<file path="src/rtl/tone_pkg.sv">
// ----------------------------------------------------------------------------
// tone_pkg
// Shared types and constants for the tone decoder.
//   tone_state_e       : burst tracking state (IDLE, ARMED, TRACK)
//   DEF_CNT_W          : default width of the period and silence counters
//   DEF_DUR_W          : default width of the burst-length counter
//   DEF_MIN_PERIOD     : rises closer than this to the last accepted rise
//                        are treated as glitches
//   DEF_SILENCE_CYCLES : edge-free cycles that close a burst
//   JUMP_TONE_PERIOD   : period of the jump sound effect, in pixel clocks
// ----------------------------------------------------------------------------
package tone_pkg;

    typedef enum logic [1:0] {
        IDLE  = 2'd0,
        ARMED = 2'd1,
        TRACK = 2'd2
    } tone_state_e;

    localparam int DEF_CNT_W          = 17;
    localparam int DEF_DUR_W          = 24;
    localparam int DEF_MIN_PERIOD     = 64;
    localparam int DEF_SILENCE_CYCLES = 100000;

    localparam int JUMP_TONE_PERIOD   = 28523;

endpackage

</file>
<file path="src/rtl/tone_decoder_edge_sync.sv">
// ----------------------------------------------------------------------------
// edge_sync
// Three-flop synchronizer with rise/fall/edge decode for a slow asynchronous
// 1-bit line (audio net, push buttons).
//   clk    : sampling clock
//   reset  : synchronous, active-high; clears all three flops
//   sig_i  : asynchronous input line
//   rise_o : one-cycle pulse, synchronized line went 0 -> 1
//   fall_o : one-cycle pulse, synchronized line went 1 -> 0
//   edge_o : rise_o | fall_o
// ----------------------------------------------------------------------------
module edge_sync (
    input  logic clk,
    input  logic reset,
    input  logic sig_i,
    output logic rise_o,
    output logic fall_o,
    output logic edge_o
);

    logic s1_q;
    logic s2_q;
    logic s3_q;

    // s1/s2 resolve metastability; s3 is the one-cycle-old copy of s2 that
    // the edge decode compares against. Clearing them in reset means a line
    // held high through reset shows up as a rise once reset is released.
    always_ff @(posedge clk) begin
        if (reset) begin
            s1_q <= 1'b0;
            s2_q <= 1'b0;
            s3_q <= 1'b0;
        end else begin
            s1_q <= sig_i;
            s2_q <= s1_q;
            s3_q <= s2_q;
        end
    end

    // Edge decode is purely combinational so the consumer sees the pulse in
    // the same cycle s2 changes.
    always_comb begin
        rise_o = s2_q & ~s3_q;
        fall_o = ~s2_q & s3_q;
        edge_o = rise_o | fall_o;
    end

endmodule

</file>
<file path="src/rtl/tone_decoder.sv">
// ----------------------------------------------------------------------------
// tone_decoder
// Measures the 1-bit square-wave sound-effect line: per-cycle tone period,
// burst length and number of cycles in a burst.
//   clk          : pixel clock
//   reset        : synchronous, active-high
//   audio_in     : square-wave audio line (asynchronous)
//   period_out   : last rising-to-rising period in cycles, held
//   period_valid : one-cycle pulse when period_out updates
//   burst_active : high while a burst is in progress
//   burst_len    : cycles from first accepted rise to last edge of the burst
//   burst_cycles : accepted rises in the last burst, saturating at 65535
//   burst_done   : one-cycle pulse when burst_len / burst_cycles update
// ----------------------------------------------------------------------------
module tone_decoder
    import tone_pkg::*;
#(
    parameter int CNT_W          = DEF_CNT_W,
    parameter int DUR_W          = DEF_DUR_W,
    parameter int MIN_PERIOD     = DEF_MIN_PERIOD,
    parameter int SILENCE_CYCLES = DEF_SILENCE_CYCLES
) (
    input  logic             clk,
    input  logic             reset,
    input  logic             audio_in,
    output logic [CNT_W-1:0] period_out,
    output logic             period_valid,
    output logic             burst_active,
    output logic [DUR_W-1:0] burst_len,
    output logic [15:0]      burst_cycles,
    output logic             burst_done
);

    localparam logic [CNT_W:0]   MIN_P    = (CNT_W+1)'(MIN_PERIOD);
    localparam logic [CNT_W-1:0] SIL_LAST = CNT_W'(SILENCE_CYCLES - 1);
    localparam logic [CNT_W-1:0] SIL_HOLD = CNT_W'(SILENCE_CYCLES);

    logic rise;
    logic fall;
    logic anyEdge;

    tone_state_e      state_q,        state_d;
    logic [CNT_W-1:0] periodCnt_q,    periodCnt_d;
    logic [CNT_W-1:0] silenceCnt_q,   silenceCnt_d;
    logic [DUR_W-1:0] burstCnt_q,     burstCnt_d;
    logic [DUR_W-1:0] lastEdge_q,     lastEdge_d;
    logic [15:0]      cycAcc_q,       cycAcc_d;
    logic [CNT_W-1:0] periodOut_q,    periodOut_d;
    logic             periodValid_q,  periodValid_d;
    logic [DUR_W-1:0] burstLen_q,     burstLen_d;
    logic [15:0]      burstCycles_q,  burstCycles_d;
    logic             burstDone_q,    burstDone_d;

    logic [CNT_W:0]   periodNext;
    logic             periodSat;
    logic [CNT_W-1:0] periodInc;
    logic [DUR_W-1:0] burstInc;
    logic             riseOk;
    logic             silenceTimeout;

    edge_sync u_sync (
        .clk    (clk),
        .reset  (reset),
        .sig_i  (audio_in),
        .rise_o (rise),
        .fall_o (fall),
        .edge_o (anyEdge)
    );

    // Counter arithmetic shared by the FSM. periodNext is one bit wider so
    // the "count + 1" distance never wraps; a saturated counter therefore
    // always clears the glitch threshold but has no trustworthy period.
    // burstInc doubles as the last-edge snapshot, since count + 1 is the
    // distance from the first rise to an edge seen in this cycle.
    always_comb begin
        periodNext     = {1'b0, periodCnt_q} + 1'b1;
        periodSat      = &periodCnt_q;
        periodInc      = periodSat ? periodCnt_q : periodCnt_q + 1'b1;
        burstInc       = (&burstCnt_q) ? burstCnt_q : burstCnt_q + 1'b1;
        riseOk         = rise && (periodNext >= MIN_P);
        silenceTimeout = (state_q != IDLE) && !anyEdge
                         && (silenceCnt_q == SIL_LAST);
    end

    // Next-state and datapath logic. Counters free-run by default; the FSM
    // only overrides them on accepted rises and at burst end. Glitch rises
    // fall through to the defaults, so they only clear the silence timer and
    // refresh the last-edge snapshot.
    always_comb begin
        state_d       = state_q;
        periodCnt_d   = periodInc;
        burstCnt_d    = burstInc;
        silenceCnt_d  = anyEdge ? '0
                        : ((silenceCnt_q >= SIL_HOLD) ? silenceCnt_q
                                                      : silenceCnt_q + 1'b1);
        lastEdge_d    = (rise | fall) ? burstInc : lastEdge_q;
        cycAcc_d      = cycAcc_q;
        periodOut_d   = periodOut_q;
        periodValid_d = 1'b0;
        burstLen_d    = burstLen_q;
        burstCycles_d = burstCycles_q;
        burstDone_d   = 1'b0;

        case (state_q)
            IDLE: begin
                if (rise) begin
                    state_d     = ARMED;
                    periodCnt_d = '0;
                    burstCnt_d  = '0;
                    lastEdge_d  = '0;
                    cycAcc_d    = 16'd1;
                end
            end

            ARMED, TRACK: begin
                if (riseOk) begin
                    state_d     = TRACK;
                    periodCnt_d = '0;
                    cycAcc_d    = (&cycAcc_q) ? cycAcc_q : cycAcc_q + 16'd1;
                    if (!periodSat) begin
                        periodOut_d   = periodNext[CNT_W-1:0];
                        periodValid_d = 1'b1;
                    end
                end else if (silenceTimeout) begin
                    state_d       = IDLE;
                    burstDone_d   = 1'b1;
                    burstLen_d    = lastEdge_q;
                    burstCycles_d = cycAcc_q;
                end
            end

            default: begin
                state_d = IDLE;
            end
        endcase
    end

    // State and datapath registers. Reset drops any burst in flight without
    // reporting it.
    always_ff @(posedge clk) begin
        if (reset) begin
            state_q       <= IDLE;
            periodCnt_q   <= '0;
            silenceCnt_q  <= '0;
            burstCnt_q    <= '0;
            lastEdge_q    <= '0;
            cycAcc_q      <= '0;
            periodOut_q   <= '0;
            periodValid_q <= 1'b0;
            burstLen_q    <= '0;
            burstCycles_q <= '0;
            burstDone_q   <= 1'b0;
        end else begin
            state_q       <= state_d;
            periodCnt_q   <= periodCnt_d;
            silenceCnt_q  <= silenceCnt_d;
            burstCnt_q    <= burstCnt_d;
            lastEdge_q    <= lastEdge_d;
            cycAcc_q      <= cycAcc_d;
            periodOut_q   <= periodOut_d;
            periodValid_q <= periodValid_d;
            burstLen_q    <= burstLen_d;
            burstCycles_q <= burstCycles_d;
            burstDone_q   <= burstDone_d;
        end
    end

    // All outputs come straight from registers.
    always_comb begin
        period_out   = periodOut_q;
        period_valid = periodValid_q;
        burst_active = (state_q != IDLE);
        burst_len    = burstLen_q;
        burst_cycles = burstCycles_q;
        burst_done   = burstDone_q;
    end

endmodule

</file>
<file path="config.mk">
export PLATFORM = sky130hd
export DESIGN_NAME = tone_decoder
export DESIGN_NICKNAME = d
export VERILOG_FILES = /design/src/rtl/tone_pkg.sv /design/src/rtl/tone_decoder_edge_sync.sv /design/src/rtl/tone_decoder.sv
export SDC_FILE = /design/constraint.sdc
export NUM_CORES = 1
export LEC_CHECK = 0
export ABC_AREA = 0
export BUFFER_PORTS_ARGS = -buffer_cell sky130_fd_sc_hd__buf_2
export CORE_MARGIN = 2
export CORE_UTILIZATION = 60
export DETAILED_ROUTE_END_ITERATION = 8
export GPL_TIMING_DRIVEN = 0
export PLACE_DENSITY = 0.9
export SLEW_MARGIN = 20
export SYNTH_ARGS = -nofsm -noshare
export SYNTH_HDL_FRONTEND = slang
export SYNTH_SLANG_ARGS = --single-unit
</file>
<file path="constraint.sdc">
create_clock -name clk -period 6.6 [get_ports clk]
set_clock_uncertainty 0.05 [all_clocks]
set_input_delay 0.99 -clock clk [delete_from_list [all_inputs] [get_ports clk]]
set_output_delay 0.99 -clock clk [all_outputs]
set_load 0.02 [all_outputs]
</file>
# Yosys cells after proc, flatten, opt, wreduce, memory -nomap -nowiden
# Cells that the tools add are included.
[classes]
addsub = 5
n_mul = 0
n_div = 0
magnitude_cmp = 2
eq_ne = 7
shift = 0
n_mux = 20
bitwise = 8
n_reduce_logical = 18
[op_table]
columns = ["cell", "n"]
rows = [
  ["$mux W24", 6],
  ["$mux W17", 3],
  ["$mux W16", 3],
  ["$add A17 B1 Y17 const B", 2],
  ["$pmux W17 S2", 1],
  ["$pmux W16 S2", 1],
  ["$add A24 B1 Y24 const B", 1],
  ["$reduce_and A24 Y1", 1],
  ["$add A17 B1 Y18 const B", 1],
  ["$ge A18 B7 Y1 const B", 1],
  ["$eq A17 B17 Y1 const B", 1],
  ["$ge A17 B17 Y1 const B", 1],
  ["$reduce_and A17 Y1", 1],
  ["$add A16 B1 Y16 const B", 1],
  ["$reduce_and A16 Y1", 1],
  ["$mux W2", 3],
  ["$ne A2 B2 Y1 const B", 3],
  ["$reduce_and A3 Y1", 2],
  ["$reduce_or A3 Y1", 2],
  ["$not A1 Y1", 5],
  ["$pmux W2 S2", 1],
  ["$reduce_and A4 Y1", 1],
  ["$reduce_bool A2 Y1", 2],
  ["$reduce_or A2 Y1", 2],
  ["other kinds (10)", 14],
]
[totals]
register_bits = 162
latchBits = 0
ramBits = 0
mem_bits_ro = 0
in_bits = 3
out_inout_bits = 60
word_cells = 74
memories = 0

# Depth between registers and ports, before layout
# Gate-level depths: netlist of the first run.
[depth]
word_depth = 9
depth_mapped = 15
depth_no_buf = 12

# By module
# Synthesis of the first run repeated with hierarchy kept, for this count alone.
[unflattened]
cells_unflattened = 771
area_unflattened_um2 = 6979.2
[by_module_without_submodules]
columns = ["module", "n_inst", "cells_each", "area_each_um2", "seq_area_each_um2"]
rows = [
  ["tone_decoder", 1, 760, 6864.1, 3183.1],
  ["edge_sync", 1, 11, 115.1, 60.1],
]

# Worst setup path after synthesis of the first run
# OpenSTA, ideal clock, no wires.
[synth_timing]
path_kind = "flip-flop to flip-flop"
start = "register periodCnt_q[0]"
end = "register cycAcc_q[1]"
setup_ns = 0.070
arrival_ns = 2.989
required_ns = 6.480
setup_slack_ns = 3.491
path_stages_with_launch = 16
n_path_buf = 3
period_less_slack_ns = 3.109
path_cell_list = "dfxtp_1 ha_1 and3_1 nand2_1 nor2_1 nand4_1 ha_1 nor3_1 a32oi_1 nor4_4 and3_1 buf_6 buf_6 buf_6 o21ai_1 a21oi_1"
[synth_via]
elab_chain_cells = 5
[synth_lines]
columns = ["element", "line_no", "text"]
rows = [
  ["from (decl)", "tone_decoder.sv:43", "logic [CNT_W-1:0] periodCnt_q, periodCnt_d;"],
  ["from (signal assigned)", "tone_decoder.sv:155", "periodCnt_q <= periodCnt_d;"],
  ["$add A17 B1 Y18", "tone_decoder.sv:76", "periodNext = {1'b0, periodCnt_q} + 1'b1;"],
  ["via periodNext[16]", "tone_decoder.sv:54", "logic [CNT_W:0] periodNext;"],
  ["$ge A18 B7 Y1", "tone_decoder.sv:80", "riseOk = rise && (periodNext >= MIN_P);"],
  ["$logic_and A1 B1 Y1", "tone_decoder.sv:80", ""],
  ["$ne A2 B2 Y1 (no source line)", "n/a", ""],
  ["$reduce_and A4 Y1 (no source line)", "n/a", ""],
  ["to (signal assigned)", "tone_decoder.sv:159", "cycAcc_q <= cycAcc_d;"],
  ["to (decl)", "tone_decoder.sv:47", "logic [15:0] cycAcc_q, cycAcc_d;"],
]
# The timed path passes the listed nets, and every way through them passes these cells.
# A chain may end at the register's enable or synchronous reset.

# Final worst setup path of the first run
[layout_timing]
start = "register periodCnt_q[0]"
end = "register burstLen_q[18], in the netlist burst_len[18]"
[layout_via]
elab_chain_cells = 5
[layout_lines]
columns = ["element", "line_no", "text"]
rows = [
  ["$add A17 B1 Y18", "tone_decoder.sv:76", ""],
  ["via periodNext[16]", "tone_decoder.sv:54", ""],
  ["$ge A18 B7 Y1", "tone_decoder.sv:80", ""],
  ["$logic_and A1 B1 Y1", "tone_decoder.sv:80", ""],
  ["$not A1 Y1 (no source line)", "n/a", ""],
  ["$reduce_and A3 Y1 (no source line)", "n/a", ""],
  ["to (signal assigned)", "tone_decoder.sv:162", "burstLen_q <= burstLen_d;"],
  ["to (decl)", "tone_decoder.sv:50", "logic [DUR_W-1:0] burstLen_q, burstLen_d;"],
]
# The timed path passes the listed nets, and every way through them passes these cells.

==> flow_summary.yaml, run 1 <==
finish:
  final_cell_mix: "dfxtp_1 (162), nor2_1 (111), buf_2 (73)"
  final_nets: 933
  syn2layout_area_growth_pct: 15.4
  finish.utilization_pct: 70.2
  ff_latch_area_um2: 3240
  multi_input_area_um2: 3630
  final_common_cell: "dfxtp_1"
  n_fill_cell: 907
  drive_gt1_share_pct: 14.1
  n_antenna_cell: 0
sta:
  hold_ws_ns: 0.404
  post-route-min-period_ns: 4.04
  fin_crit_sh_pct: 61.1
  slew_headroom_pct: 42.6
  tightest_slew_ns: 0.851
  rsz0062_at_grt: "false"
  drv_slew: 0
  fin_setup_tns_ns: 0
  hold_violations: 0
  timing.fmax_mhz: 248
  final-setup-viol-count: 0
  fin_ws_ns: 2.56
worst_setup_path:
  slowest_delay_ns: 0.59
  crit_slowest_cell: "a21oi_1"
  crit_arrival_ns: 4.33
  cp_max_fo: 10
  cp.required_ns: 6.90
  rrSetupSlack_ns: 2.56
  cp-start-kind: "register"
  critPathCaptureType: "register"
  crit_path_cell_trace: "ha_1 -> and3_1 -> nand2_1 -> nor2_1 -> nand4_1 -> ha_1 -> inv_1 -> a32oi_1 -> nor4_4 -> a21oi_1 -> clkbuf_1 -> o21ai_0 -> a21oi_1"
  crit_type: "reg2reg"
route:
  drtPass1Iterations: 6
  drt-vias-per-instance: 5.99
  drc: 0
  dr.first_iter.drc_count: 560
  dr_total_vias: 6462
  wl_per_cell_um: 16.1
  wl_mm: 17.4
  detail-route-antenna-nets: 0
synthesis:
  postSynth.asyncResetShare_pct: 0
  synth_fp_nets: 852
  synth_top_area_share_pct: 45.0
  synth_cell_type_count: 56
  synth_enable_flop_cells: 0
  ys.flop_type: "dfxtp_1"
  postSynthAreaPerCell_um2: 8.61
  yosys_register_bits: 162
  syn-cell-area_um2: 7210
  synth_top_area_cell: "dfxtp_1"
  synth_area_leaders: "dfxtp_1 (45%), nor2_1 (5.8%), nand3_1 (4.8%)"
  yosysWarnings: 0
  netlist_instances: 838
  ys_seq_area_share_pct: 45.0
floorplanning:
  core-area_um2: 11900
  io_pins: 63
  start_util_pct: 60.8
  dieArea_um2: 12900
  die_h_um: 114
  die_w_um: 114
  row_count: 40
min_path:
  min_path_type: "reg2reg"
global_routing:
  grt-ovfl-total: 0
  track_usage_pct: 27.6
  grt_pass1_vias: 6093
  antenna_found_initial: 0
  grt_max_degree: 17
  grt_pass1_wl_mm: 28.8
clocking:
  postCtsHoldBufs: 0
  cts_htree_levels: 4
  clk_path_buf_depth: 2
  cts_root_buffer: "clkbuf_16"
  cts_setup_buffers: 0
  post_cts_resized: 0
  numCtsBuffers: 17
  insertion_delay_ns: 0.43
  clock-sinks: 162
  cts_tree: "done"
  path_clk_slew_ns: 0.06
power:
  power_mw: 2.13
  leakage_nw: 3.06
  peakVddDrop_mv: 0.204
  power.density_nw_per_um2: 256
placement:
  hpwl_mm: 11.8
  preCtsSetupSlack_ns: 2.79
  io_buffers: 62
  gp_congestion: 0.948
job:
  maxCapViolations: 0
outcome:
  status: "finished, final reports clean"
## cells by family (layout without fill, tap and decap cells)
family                     count (synthesis)  in the layout  synth area share (%)
DFF                                      162            162                  45.0
adders and majority gates                 11             11                  1.91
AOI/OAI and AO/OA                        167            167                  14.0
buffers and inverters                     78            172                  4.68
muxes                                      6              6                 0.850
xor gates and xnor gates                  68             68                  8.52
and+or+nand+nor                          346            346                  25.1
## report_power, final
group / internal (mW) / leakage, nW / switching (mW)
clock: 0.638 / 0.294 / 0.403
combinational: 0.0263 / 1.46 / 0.0620
sequential: 0.993 / 1.31 / 0.0122
total: 1.66 / 3.06 / 0.477
## state kept, by name, indices dropped and copies added, names as in the netlist
name	cells
burstCnt_q	24
burst_len	24
lastEdge_q	24
periodCnt_q	17
period_out	17
silenceCnt_q	17
burst_cycles	16
cycAcc_q	16
state_q	2
burst_done	1
period_valid	1
u_sync.s1_q	1
u_sync.s2_q	1
u_sync.s3_q	1
## layer usage
layer | global-route usage (%) | share of wire (%) | routed length (um)
met2 | 46.1 | 49 | 8570
met4 | 11.5 | 2.5 | 432
met3 | 6.22 | 5.9 | 1030
met5 | 0 | 0 | 0
met1 | 34.7 | 42 | 7380
## path summary, 6_finish.rpt
path	from	endpoint	depth (start not counted)
setup reg to reg	periodCnt_q[0]	burst_len[18]	13
setup / recovery	periodCnt_q[0]	burst_len[18]	13
hold / removal	u_sync.s1_q	u_sync.s2_q	1
hold reg to reg	u_sync.s1_q	u_sync.s2_q	1
## cells in the mapped netlist, types with 3 or more instances
cell type and instances:
ha_1 11, or4_1 15, mux2i_1 5, a21oi_1 61, dfxtp_1 162, o21ai_1 3, clkbuf_1 44, o21ai_0 43
buf_6 3, nand2_1 39, and2_1 3, o211ai_1 4, nand4_1 20, nor3_2 8, buf_2 11, xor2_1 32
nor3_1 23, inv_1 15, nor2b_1 6, nor2_1 111, a21o_1 3, nor4b_1 3, o31ai_1 9, nor3b_1 3
xnor2_1 35, and3_1 13, a211oi_1 33, or3_1 8, and4_1 8, nand3_1 69, nor4_1 5
## layout make-up
class	instances	share of cell area [%]
Buffer	63	3.38
Clock buffer	21	5.29
Clock inverter	11	2.13
Inverter	15	0.676
Multi-Input combinational cell	598	43.6
Sequential cell	162	38.9
Tap cell	147	2.21
Timing Repair Buffer	62	3.73
## critical path, delay by kind of cell, from the launching register on
family / cells / cell delay [ns]
AOI/OAI and AO/OA: 4 / 1.32
adders and majority gates: 2 / 0.70
buffers and inverters: 2 / 0.47
DFF: 1 / 0.48
and+or+nand+nor: 5 / 0.93
## stage by stage
stage | instance area [um^2] | instances
floorplan | 7210 | 838
global placement | 7710 | 1047
detailed placement | 7710 | 1047
CTS | 8330 | 1079
global route | 8330 | 1079
finish | 8330 | 1079
Power figures use the tool's default switching activity.
==> run 2, diff against run 1 <==
- CORE_UTILIZATION: 60 -> 54
- PLACE_DENSITY: 0.9 -> 0.86
- clock period: 6.6 -> 3.23 ns (I/O delays scaled with it)
==> flow_summary.yaml, run 2 (synthesis results as in run 1) <==
power:
  power_mw: 4.22
  sw_frac_of_total_pct: 24.6
  p_int_mw: 3.18
  power.density_nw_per_um2: 489
  p_sw_mw: 1.04
  clockPowerShare_pct: 46.6
  leakage_nw: 3.19
  p_seq_share_pct: 48.6
  peakVddDrop_mv: 0.411
  combPwrFrac_pct: 4.8
min_path:
  hold_end: "u_sync.s1_q"
  hold_depth: 2
  worstHoldStart: "audio_in"
  min_path_type: "in2reg"
route:
  drc: 0
  wl_per_cell_um: 16.4
  dr_total_vias: 6578
  dr.first_iter.drc_count: 763
  detail-route-antenna-nets: 0
  wl_mm: 18.4
  drt-vias-per-instance: 5.86
  drtPass1Iterations: 6
global_routing:
  antenna_found_initial: 0
  grt_max_degree: 17
  grt-ovfl-total: 0
  track_usage_pct: 24.3
  grt_pass1_wl_mm: 28.1
  grt_pass1_vias: 5813
sta:
  fin_setup_tns_ns: 0
  rsz0062_at_grt: "true"
  post-route-min-period_ns: 3.20
  slew_headroom_pct: 44.8
  drv_slew: 0
  fin_crit_sh_pct: 99.1
  timing.fmax_mhz: 312
  hold_violations: 0
  tightest_slew_ns: 0.819
  final-setup-viol-count: 0
finish:
  final_common_cell: "dfxtp_1"
  final_cell_mix: "dfxtp_1 (157), nor2_1 (110), nand3_1 (69)"
  final_nets: 948
  n_fill_cell: 1044
  drive_gt1_share_pct: 19.0
  syn2layout_area_growth_pct: 19.7
  n_antenna_cell: 0
  finish.utilization_pct: 65.7
job:
  maxCapViolations: 0
worst_setup_path:
  cp_max_fo: 10
  worst_r2r_endpoint: "cycAcc_q[11]"
  cp.required_ns: 3.47
  rrSetupSlack_ns: 0.03
  critPathCaptureType: "register"
  slowest_delay_ns: 0.55
  cp-start-kind: "register"
  cp_num_buf_inv: 5
  crit_path_cell_trace: "nand2_1 -> nor2_1 -> nand4_1 -> ha_4 -> inv_2 -> a32oi_2 -> nor4_4 -> buf_4 -> and3_4 -> buf_6 -> buf_8 -> buf_12 -> o31ai_4 -> a21oi_1"
  critPathTopFamily: "simple AND/OR/NAND/NOR gates"
  crit_slowest_cell: "dfxtp_1"
  reg2reg_from: "periodCnt_q[10]"
  startpoint: "periodCnt_q[10]"
  crit_type: "reg2reg"
  crit_arrival_ns: 3.44
  rr_worst_depth: 14
clocking:
  path_clk_slew_ns: 0.06
  numCtsBuffers: 17
  clock-sinks: 162
  clk_path_buf_depth: 2
  cts_tree: "done"
  cts_htree_levels: 4
  cts_root_buffer: "clkbuf_16"
  insertion_delay_ns: 0.44
floorplanning:
  dieArea_um2: 14300
  die_h_um: 120
  core-area_um2: 13100
  start_util_pct: 54.9
  row_count: 42
  die_w_um: 120
  io_pins: 63
placement:
  gp_congestion: 0.938
  io_buffers: 62
  hpwl_mm: 11.6
outcome:
  status: "finished, final reports clean"
-- run 2: changes by cell type in the layout (fill, tap and decap cells not counted), moves of 5 or more --
cell / previous run / this run
clkbuf_2: 1 / 6
buf_4: 2 / 19
dfxtp_1: 162 / 157
clkbuf_1: 48 / 37
buf_2: 73 / 68
-- run 2: power groups by stage --
stage          sequential, mW  combinational (mW)  clock [mW]
2_1_floorplan            2.09               0.131           0
3_3_place_gp             2.10               0.170           0
3_5_place_dp             2.10               0.173           0
4_1_cts                  2.05               0.182        1.98
5_1_grt                  2.06               0.222        2.07
6_report                 2.05               0.202        1.97
-- run 2: layout make-up --
type,count,area (um^2),area share [%]
tap,176,220,2.55
clock inverter,14,150,1.74
multi-input combinational,598,3760,43.6
inverter,15,56.3,0.652
sequential,162,3250,37.7
buffer,60,319,3.69
timing repair buffer,80,443,5.13
clock buffer,18,429,4.97
-- run 2: routing by layer --
| layer | track usage [%] | wire, um |
|---|---|---|
| met1 | 30.6 | 7470 |
| met2 | 40.4 | 9140 |
| met3 | 4.33 | 1260 |
| met4 | 11.4 | 532 |
| met5 | 0 | 0 |
-- run 2: how the worst max path moves through the flow --
stage | to | slack [ns] | cells after the start
2_1_floorplan | cycAcc_q[1] | 0.12 | 15
3_3_place_gp | burst_cycles[11] | -0.38 | 13
3_5_place_dp | burst_cycles[11] | -0.48 | 13
4_1_cts | cycAcc_q[10] | 0.0008 | 15
5_1_grt | cycAcc_q[13] | -0.09 | 12
6_report | cycAcc_q[11] | 0.03 | 14
-- run 2: timing repair --
item,CTS,global route
gates cloned,0,1
hold buffers,0,0
resized for setup,17,43
endpoints found under the setup margin,93,88
pin swaps,3,16
buffers inserted,3,15
-- run 2: per-stage QoR --
| stage | instance area [um^2] | cells | worst slack, ns | hold WS, ns |
|---|---|---|---|---|
| after floorplan | 7210 | 838 | 0.121 | 0.364 |
| after global placement | 7740 | 1076 | -0.381 | 0.374 |
| after detailed placement | 7740 | 1076 | -0.485 | 0.405 |
| after CTS | 8420 | 1111 | 0.000822 | 0.241 |
| after global routing | 8640 | 1123 | -0.0902 | 0.237 |
| final | 8640 | 1123 | 0.0288 | 0.241 |
==> run 3, diff against run 2 <==
- CELL_PAD_IN_SITES_DETAIL_PLACEMENT: unset -> 1
- CELL_PAD_IN_SITES_GLOBAL_PLACEMENT: unset -> 1
- CORE_UTILIZATION: 54 -> 41
- PLACE_DENSITY: 0.86 -> 0.85
- SYNTH_HIERARCHICAL: unset -> 1
==> flow_summary.yaml, run 3 <==
outcome:
  status: "finished, final reports clean"
floorplanning:
  die_h_um: 134
  dieArea_um2: 18100
  row_count: 47
  io_pins: 63
  core-area_um2: 16600
  die_w_um: 134
  start_util_pct: 42.1
finish:
  final_common_cell: "dfxtp_1"
  final_area_um2: 8290
  n_antenna_cell: 0
  finish.utilization_pct: 50.0
  ff_latch_area_um2: 3240
  final_nets: 869
  drive_gt1_share_pct: 16.6
  syn2layout_area_growth_pct: 18.7
  multi_input_area_um2: 3500
  n_fill_cell: 1940
  final_cell_mix: "dfxtp_1 (161), nor2_1 (151), buf_2 (72)"
route:
  wl_mm: 18.1
  drtPass1Iterations: 4
  wl_per_cell_um: 16.7
  drc: 0
  dr.first_iter.drc_count: 293
  dr_total_vias: 5742
  detail-route-antenna-nets: 0
  drt-vias-per-instance: 5.29
sta:
  post-route-min-period_ns: 3.14
  fin_ws_ns: 0.0882
  fin_crit_sh_pct: 97.3
  hold_ws_ns: 0.219
  fin_setup_tns_ns: 0
  drv_slew: 0
  slew_headroom_pct: 43.5
  timing.fmax_mhz: 318
  tightest_slew_ns: 0.840
  final-setup-viol-count: 0
  hold_violations: 0
synthesis:
  yosysWarnings: 6
  yosys_register_bits: 162
  synth_compound_area_share_pct: 10.6
  synth_top_area_cell: "dfxtp_1"
  ys.flop_type: "dfxtp_1"
  synthMuxAreaShare_pct: 6.76
  synth_area_leaders: "dfxtp_1 (46%), nor2_1 (8.1%), mux2i_1 (6.6%)"
  synth_top_area_share_pct: 46.5
  synth_xor_xnor_area_share_pct: 8.53
  syn-cell-area_um2: 6980
  synth_most_common_cell: "dfxtp_1"
  postSynth.asyncResetShare_pct: 0
  synth_fp_nets: 786
  synthAdderAreaFrac_pct: 2.15
  synth_common_cells: "dfxtp_1 (162), nor2_1 (151), mux2i_1 (46), nand2_1 (45), a21oi_1 (40)"
  netlist_instances: 771
  synth_top_family_by_area: "simple AND/OR/NAND/NOR gates"
  synthSimpleGateAreaFrac_pct: 21.1
  ys_seq_area_share_pct: 46.5
  postSynthAreaPerCell_um2: 9.05
  synth_cell_type_count: 59
  synth_enable_flop_cells: 0
global_routing:
  grt_pass1_wl_mm: 30.3
  track_usage_pct: 20.9
  antenna_found_initial: 0
  grt_pass1_vias: 5978
  grt_max_degree: 17
  grt-ovfl-total: 0
clocking:
  clock-sinks: 162
  cts_htree_levels: 4
  insertion_delay_ns: 0.43
  postCtsHoldBufs: 0
  clk_path_buf_depth: 2
  cts_tree: "done"
  cts_root_buffer: "clkbuf_16"
  numCtsBuffers: 17
  path_clk_slew_ns: 0.06
power:
  peakVddDrop_mv: 0.378
  clockPowerShare_pct: 50.0
  combPwrFrac_pct: 3.3
  sw_frac_of_total_pct: 21.7
  leakage_nw: 3.54
  power.density_nw_per_um2: 531
  p_seq_share_pct: 46.6
  p_int_mw: 3.44
  p_sw_mw: 0.957
worst_setup_path:
  cp_max_fo: 10
  critPathTopFamily: "simple AND/OR/NAND/NOR gates"
  cp-start-kind: "register"
  cp_num_buf_inv: 2
  critPathCaptureType: "register"
  crit_arrival_ns: 3.38
  slowest_delay_ns: 0.42
  crit_path_cell_trace: "buf_2 -> nand3_1 -> nor4_2 -> mux2_2 -> a311o_1 -> o21ai_4 -> nand3_4 -> buf_6 -> mux2i_2 -> nor2_1"
  cp.required_ns: 3.46
  crit_type: "reg2reg"
  crit_slowest_cell: "nor4_2"
job:
  maxCapViolations: 0
placement:
  hpwl_mm: 12.3
  dpl_cell_area_um2: 7560
  io_buffers: 62
  gp_congestion: 0.821
  preCtsSetupSlack_ns: -0.145
min_path:
  min_path_type: "in2reg"
-- run 3: cell count changes in the layout (fill, tap and decap cells not counted), moves of 14 or more --
| cell | before | now |
|---|---|---|
| o21ai_0 | 42 | 28 |
| a21oi_1 | 59 | 40 |
| nor2_1 | 110 | 151 |
| nand3_1 | 69 | 27 |
| mux2i_1 | 5 | 45 |
| buf_4 | 19 | 3 |
| a211oi_1 | 33 | 10 |
-- run 3: layer usage --
metal	part of all wire [%]	up-vias	routed length [um]	track usage, %
li1	-	2801	-	-
met1	45	2833	8090	25.6
met2	51	89	9260	37.6
met3	2.7	19	496	3.98
met4	1.5	0	263	5.79
met5	0	-	0	0
-- run 3: stage by stage --
step                      std cells  total power, mW
after detailed placement       1053             2.24
after floorplan                 771             2.19
after global placement         1053             2.23
final                          1086             4.40
after CTS                      1086             4.43
after global routing           1086             4.54
-- run 3: cell families (layout without fill, tap and decap cells) --
kind of cell               count (synthesis)  after routing
DFF                                      162            162
buffers and inverters                     62            157
and+or+nand+nor                          310            310
muxes                                     47             47
AOI/OAI and AO/OA                        110            110
adders and majority gates                 12             12
xor gates and xnor gates                  68             68
-- run 3: cell type report --
class | count | share of cell area (%)
buffer | 44 | 2.82
inverter | 18 | 0.815
clock buffer | 18 | 5.18
sequential | 162 | 39.2
timing repair buffer | 64 | 3.93
multi-input combinational | 547 | 42.3
tap | 220 | 3.32
clock inverter | 13 | 2.51
-- run 3: power by group through the flow --
stage | clock (mW) | combinational (mW) | sequential (mW)
after detailed placement | 0 | 0.144 | 2.10
after global placement | 0 | 0.139 | 2.09
after global routing | 2.32 | 0.168 | 2.05
final | 2.20 | 0.146 | 2.05
after floorplan | 0 | 0.103 | 2.09
after CTS | 2.23 | 0.148 | 2.05
-- run 3: repair_timing --
item,CTS,global route
setup buffers,2,0
resized for setup,3,9
setup endpoints to repair,81,71
pin swaps,1,1
-- run 3: path summary, 6_finish.rpt --
| check | start | to | slack, ns | cells past startpoint |
|---|---|---|---|---|
| max | periodCnt_q[2] | burst_cycles[15] | 0.09 | 10 |
| min | audio_in | u_sync/s1_q | 0.22 | 2 |
| max reg2reg | periodCnt_q[2] | burst_cycles[15] | 0.09 | 10 |
| min reg2reg | u_sync/s1_q | u_sync/s2_q | 0.40 | 1 |
